--- src/rtl/scm_ctrl.sv ---
// Sequencing controller for the latch-based scm LUT store: serialises writes into
// issue/commit pairs, runs a hardware clear sweep and pipelines reads with a RAW stall.
module scm_ctrl #(
    parameter int C             = 32,
    parameter int K             = 16,
    parameter int DataTypeWidth = 16,
    parameter int AddrWidth     = $clog2(C * K)
) (
    input  logic                     clk_i,
    input  logic                     rst_ni,
    input  logic                     init_i,
    output logic                     busy_o,
    output logic                     init_done_o,
    input  logic                     wr_valid_i,
    output logic                     wr_ready_o,
    input  logic [AddrWidth-1:0]     wr_addr_i,
    input  logic [DataTypeWidth-1:0] wr_data_i,
    input  logic                     rd_valid_i,
    output logic                     rd_ready_o,
    input  logic [AddrWidth-1:0]     rd_addr_i,
    output logic                     rd_data_valid_o,
    output logic [DataTypeWidth-1:0] rd_data_o,
    output logic [AddrWidth-1:0]     scm_waddr_o,
    output logic [DataTypeWidth-1:0] scm_wdata_o,
    output logic                     scm_we_o,
    output logic [AddrWidth-1:0]     scm_raddr_o,
    input  logic [DataTypeWidth-1:0] scm_rdata_i,
    output logic [2:0]               dbg_state_o
);

    typedef enum logic [2:0] {
        IDLE        = 3'd0,
        WR_ISSUE    = 3'd1,
        WR_COMMIT   = 3'd2,
        INIT_ISSUE  = 3'd3,
        INIT_COMMIT = 3'd4
    } state_e;

    localparam logic [AddrWidth-1:0] LastAddr = AddrWidth'(C * K - 1);

    state_e                     state_q, state_d;
    logic [AddrWidth-1:0]       waddr_q, waddr_d;
    logic [DataTypeWidth-1:0]   wdata_q, wdata_d;
    logic [AddrWidth-1:0]       cnt_q, cnt_d;
    logic                       pend_q, pend_d;
    logic                       done_q, done_d;

    logic [AddrWidth-1:0]       raddr_q;
    logic                       rv1_q, rv2_q;
    logic [DataTypeWidth-1:0]   rdata_q;

    logic                       wr_ready;
    logic                       rd_ready;
    logic                       rd_fire;
    logic                       wr_active;
    logic                       init_active;

    // Handshakes: a request transfers on the rising edge where valid and ready are
    // both high; ready never depends on valid, and valid may be held across stalls.
    // A pending or same-cycle init drops wr_ready so a visible handshake is always
    // an accepted write.
    assign wr_active   = (state_q == WR_ISSUE) || (state_q == WR_COMMIT);
    assign init_active = (state_q == INIT_ISSUE) || (state_q == INIT_COMMIT);

    assign wr_ready = rst_ni && (state_q == IDLE) && !init_i && !pend_q;
    assign rd_ready = rst_ni && !init_active && !(wr_active && (rd_addr_i == waddr_q));
    assign rd_fire  = rd_valid_i && rd_ready;

    always_comb begin
        state_d = state_q;
        waddr_d = waddr_q;
        wdata_d = wdata_q;
        cnt_d   = cnt_q;
        pend_d  = pend_q;
        done_d  = 1'b0;
        unique case (state_q)
            IDLE: begin
                if (init_i || pend_q) begin
                    state_d = INIT_ISSUE;
                    cnt_d   = '0;
                    waddr_d = '0;
                    wdata_d = '0;
                    pend_d  = 1'b0;
                end else if (wr_valid_i && wr_ready) begin
                    state_d = WR_ISSUE;
                    waddr_d = wr_addr_i;
                    wdata_d = wr_data_i;
                end
            end
            WR_ISSUE: begin
                state_d = WR_COMMIT;
                if (init_i) pend_d = 1'b1;
            end
            WR_COMMIT: begin
                state_d = IDLE;
                if (init_i) pend_d = 1'b1;
            end
            INIT_ISSUE: begin
                state_d = INIT_COMMIT;
            end
            INIT_COMMIT: begin
                if (cnt_q == LastAddr) begin
                    state_d = IDLE;
                    done_d  = 1'b1;
                end else begin
                    state_d = INIT_ISSUE;
                    cnt_d   = cnt_q + AddrWidth'(1);
                    waddr_d = cnt_q + AddrWidth'(1);
                end
            end
            default: begin
                state_d = IDLE;
            end
        endcase
    end

    always_ff @(posedge clk_i) begin
        if (!rst_ni) begin
            state_q <= IDLE;
            waddr_q <= '0;
            wdata_q <= '0;
            cnt_q   <= '0;
            pend_q  <= 1'b0;
            done_q  <= 1'b0;
        end else begin
            state_q <= state_d;
            waddr_q <= waddr_d;
            wdata_q <= wdata_d;
            cnt_q   <= cnt_d;
            pend_q  <= pend_d;
            done_q  <= done_d;
        end
    end

    // Read pipeline: address register, then data capture; reads in flight are
    // never cancelled by a sweep that starts behind them.
    always_ff @(posedge clk_i) begin
        if (!rst_ni) begin
            raddr_q <= '0;
            rv1_q   <= 1'b0;
            rv2_q   <= 1'b0;
            rdata_q <= '0;
        end else begin
            if (rd_fire) raddr_q <= rd_addr_i;
            rv1_q <= rd_fire;
            rv2_q <= rv1_q;
            if (rv1_q) rdata_q <= scm_rdata_i;
        end
    end

    assign busy_o          = (state_q != IDLE);
    assign init_done_o     = done_q;
    assign wr_ready_o      = wr_ready;
    assign rd_ready_o      = rd_ready;
    assign rd_data_valid_o = rv2_q;
    assign rd_data_o       = rdata_q;
    assign scm_waddr_o     = waddr_q;
    assign scm_wdata_o     = wdata_q;
    assign scm_we_o        = (state_q == WR_ISSUE) || (state_q == INIT_ISSUE);
    assign scm_raddr_o     = raddr_q;
    assign dbg_state_o     = state_q;

endmodule

--- config.mk ---
export PLATFORM = sky130hd
export DESIGN_NAME = scm_ctrl
export DESIGN_NICKNAME = d
export VERILOG_FILES = /design/src/rtl/scm_ctrl.sv
export SDC_FILE = /design/constraint.sdc
export NUM_CORES = 1
export LEC_CHECK = 0
export CAP_MARGIN = 20
export CORE_MARGIN = 2
export CORE_UTILIZATION = 44
export CTS_BUF_LIST = sky130_fd_sc_hd__clkbuf_4 sky130_fd_sc_hd__clkbuf_8
export DETAILED_ROUTE_END_ITERATION = 10
export PLACE_DENSITY = 0.82
export SYNTH_ARGS = -nofsm -noshare
export SYNTH_HDL_FRONTEND = slang
export SYNTH_SLANG_ARGS = --single-unit
--- constraint.sdc ---
create_clock -name clk_i -period 2.7 [get_ports clk_i]
set_clock_uncertainty 0.2 [all_clocks]
set_input_delay 0.54 -clock clk_i [delete_from_list [all_inputs] [get_ports clk_i]]
set_output_delay 0.54 -clock clk_i [all_outputs]
set_load 0.02 [all_outputs]
==> reports/results.ini <==
[outcome]
status = complete, no violations

[logic_synthesis]
synth.area.mux_share_pct = 5.74
yosysSeqAreaShare_pct = 47.4
synth_top_family_by_area = simple AND/OR/NAND/NOR gates
synth_fp_nets = 365
synth_edf_count = 0
yosys.area_share.simple_pct = 20.6
synth.distinct_cells = 35
yosys.area.top_type_share_pct = 47.4
netlist_instances = 308
synth_ff_type = dfxtp_1
synthAdderAreaFrac_pct = 0.897
synthArstFlopShare_pct = 0
synth_xor_area_share_pct = 5.02
synth_compound_area_share_pct = 15.9
yosys_register_bits = 66
yosys_warnings = 0
yosysTopAreaCell = dfxtp_1
syn_area_per_cell_um2 = 9.06
netlist_area_mm2 = 0.00279
synthTopCellsByArea = dfxtp_1 (47%), nor2_1 (5.9%), mux2i_1 (5.7%)

[final_layout]
final_common_cell = clkdlybuf4s50_1
layout_common_cells = clkdlybuf4s50_1 (108), dfxtp_1 (66), nor2_1 (44)
layout-drive-gt1-share_pct = 12.2
nets = 485
fillCellCount = 513
seqCellArea_mm2 = 0.00132
multi_input_area_mm2 = 0.00137
fin_util_pct = 68.5
areaGrowthSynthToFinish_pct = 53.2
diodes = 0

[worst_setup_path]
criticalPathCategory = input pin to output port
crit_fanout = 2
max_stage_delay_ps = 440
worstPathRequired_ps = 1960
start_kind = input pin
critPathCaptureType = output port
worstRegToRegCells = 9
timing.rr.end = cnt_q[5]
rrSetupSlack_ps = 160
crit_arrival_ps = 1850
crit_path_cell_trace = clkdlybuf4s50_1, xor2_1, nor4_1, nand3_1, and2_4, buf_2
reg2reg_from = cnt_q[0]
cp_slowest_cell = clkdlybuf4s50_1

[placement]
port_buffers = 113
hpwlAfterDp_um = 5570
routabilityCongestion = 0.807

[cts]
clockBufferDepth = 2
cts_max_level = 3
numCtsBuffers = 9
clk_latency_ps = 330
clk_pin_slew_worst_paths_ps = 70
cts-root-buf = clkbuf_8
cts_sinks = 66
cts_tree = yes

[timing]
slew_headroom_pct = 39.8
maxSlewViolCount = 0
finalSetupViolCount = 0
setup_tns_ps = 0
tightestPinTransition_ps = 902
min_period_over_period_pct = 95.8
max_freq_mhz = 387
fin_crit_ps = 2590
rsz0062_at_grt = false
hold_violations = 0

[route]
drt_iter0_drc = 147
dr.pass1.iters = 5
via_per_inst = 5.23
dr_total_vias = 2667
wl_per_cell_um = 15.1
final_antenna_net_count = 0
drc = 0
drt-total-wl_um = 7710

[floorplanning]
core_mm2 = 0.00624
initial_core_util_pct = 44.7
die_area_mm2 = 0.00699
rows = 29
die_h_um = 83.6
pin_count = 114
die_x_um = 83.6

[job]
cap_viol_max_count = 0

[global_route]
first_global_vias = 2605
grt_busiest_layer = met2
grt_pass1_wl_um = 12700
grt_usage_pct = 22.3
grt_use_met3_pct = 5.14
met1_usage_pct = 28.2
antenna_found_initial = 0
grt_max_degree = 49
grtUsageMet2_pct = 37.6
grt_overflow = 0

[min_path]
hold_start = scm_raddr_o[5]
whs_path_depth = 2
hold_class = register to register
whs_endpoint = scm_raddr_o[5]

[pwr]
power_density_mw_per_mm2 = 595
leakagePower_uw = 0.00171
vdd_ir_drop_max_v = 0.000421

## sequential cells by signal (all words and copies together) (netlist names)
signal	count
scm_wdata_o	16
init_done_o	1
cnt_q	9
scm_waddr_o	9
rd_data_o	16
rv1_q	1
rd_data_valid_o	1
pend_q	1
scm_raddr_o	9
dbg_state_o	3
## power breakdown
part,internal (µW),switching [µW]
registers,1040,60.3
clock network,453,384
logic,308,300
## routing by layer
metal / routed length [µm] / share of wire [%] / up-vias
met5: 0 / 0 / -
met4: 66 / 0.86 / 0
met3: 347 / 4.5 / 4
met2: 3900 / 51 / 77
met1: 3400 / 44 / 1273
li1: - / - / 1313
## Yosys cell counts, types with 3 or more instances
library cell,n
nor3_1,5
clkbuf_1,13
nand3b_1,3
o21ai_2,9
or3_1,6
o21ai_0,7
a311oi_1,4
a22oi_1,20
dfxtp_1,66
nand2_1,25
a21o_1,3
mux2i_1,16
nor2_1,44
xor2_1,12
buf_2,6
a21oi_1,13
nand3_1,19
and2_1,4
inv_1,3
xnor2_1,4
and3_1,7
## cells by family (layout without fill, tap and decap cells)
kind of cell	Yosys count	after routing
compound gates	63	63
xor+xnor	16	16
simple gates	119	119
flops	66	66
buf+inv	26	151
mux	16	16
fa+ha+maj	2	2
## final cells by class
cell class	count	share of cell area, %
clock buffer	10	3.22
clock inverter	6	1.52
sequential	66	30.9
inverter	3	0.263
tap	77	2.25
timing repair buffer	132	29.9
multi-input combinational	216	31.9
## worst max-delay path, delay by kind of cell
| family | cells | cell delay (ps) |
|---|---|---|
| XOR/XNOR | 1 | 170 |
| buffers and inverters | 2 | 590 |
| AND/OR/NAND/NOR | 3 | 540 |
## worst max-delay path by stage
| stage | startpoint | to | slack (ps) | cells past startpoint |
|---|---|---|---|---|
| after detailed placement | rd_addr_i[1] | rd_ready_o | -340 | 6 |
| after CTS | rst_ni | wr_ready_o | 7 | 4 |
| final | rd_addr_i[0] | rd_ready_o | 110 | 6 |
| after floorplan | cnt_q[0] | cnt_q[5] | 190 | 10 |
| after global placement | rd_addr_i[4] | rd_ready_o | -300 | 6 |
| after global routing | cnt_q[0] | cnt_q[7] | 10 | 9 |
## what timing repair did
item                                    4_1_cts  5_1_grt
setup buffers                                 1        1
hold buffers                                  0        0
pin swaps                                     2        4
gates resized for setup                       4        9
gates cloned                                  0        0
hold endpoints to repair                      0        0
endpoints found under the setup margin        1       10
## through the flow
stage | instance area (µm²) | cells | hold slack, ps | worst slack, ps | total power, µW
final | 4280 | 510 | 260 | 115 | 2540
after global routing | 4280 | 510 | 284 | 14.3 | 2660
after CTS | 4240 | 509 | 260 | 6.91 | 2540
after detailed placement | 4030 | 492 | 251 | -344 | 1710
after global placement | 4030 | 492 | 246 | -302 | 1700
after floorplan | 2790 | 308 | 241 | 192 | 1410
Power figures use the tool's default switching activity.
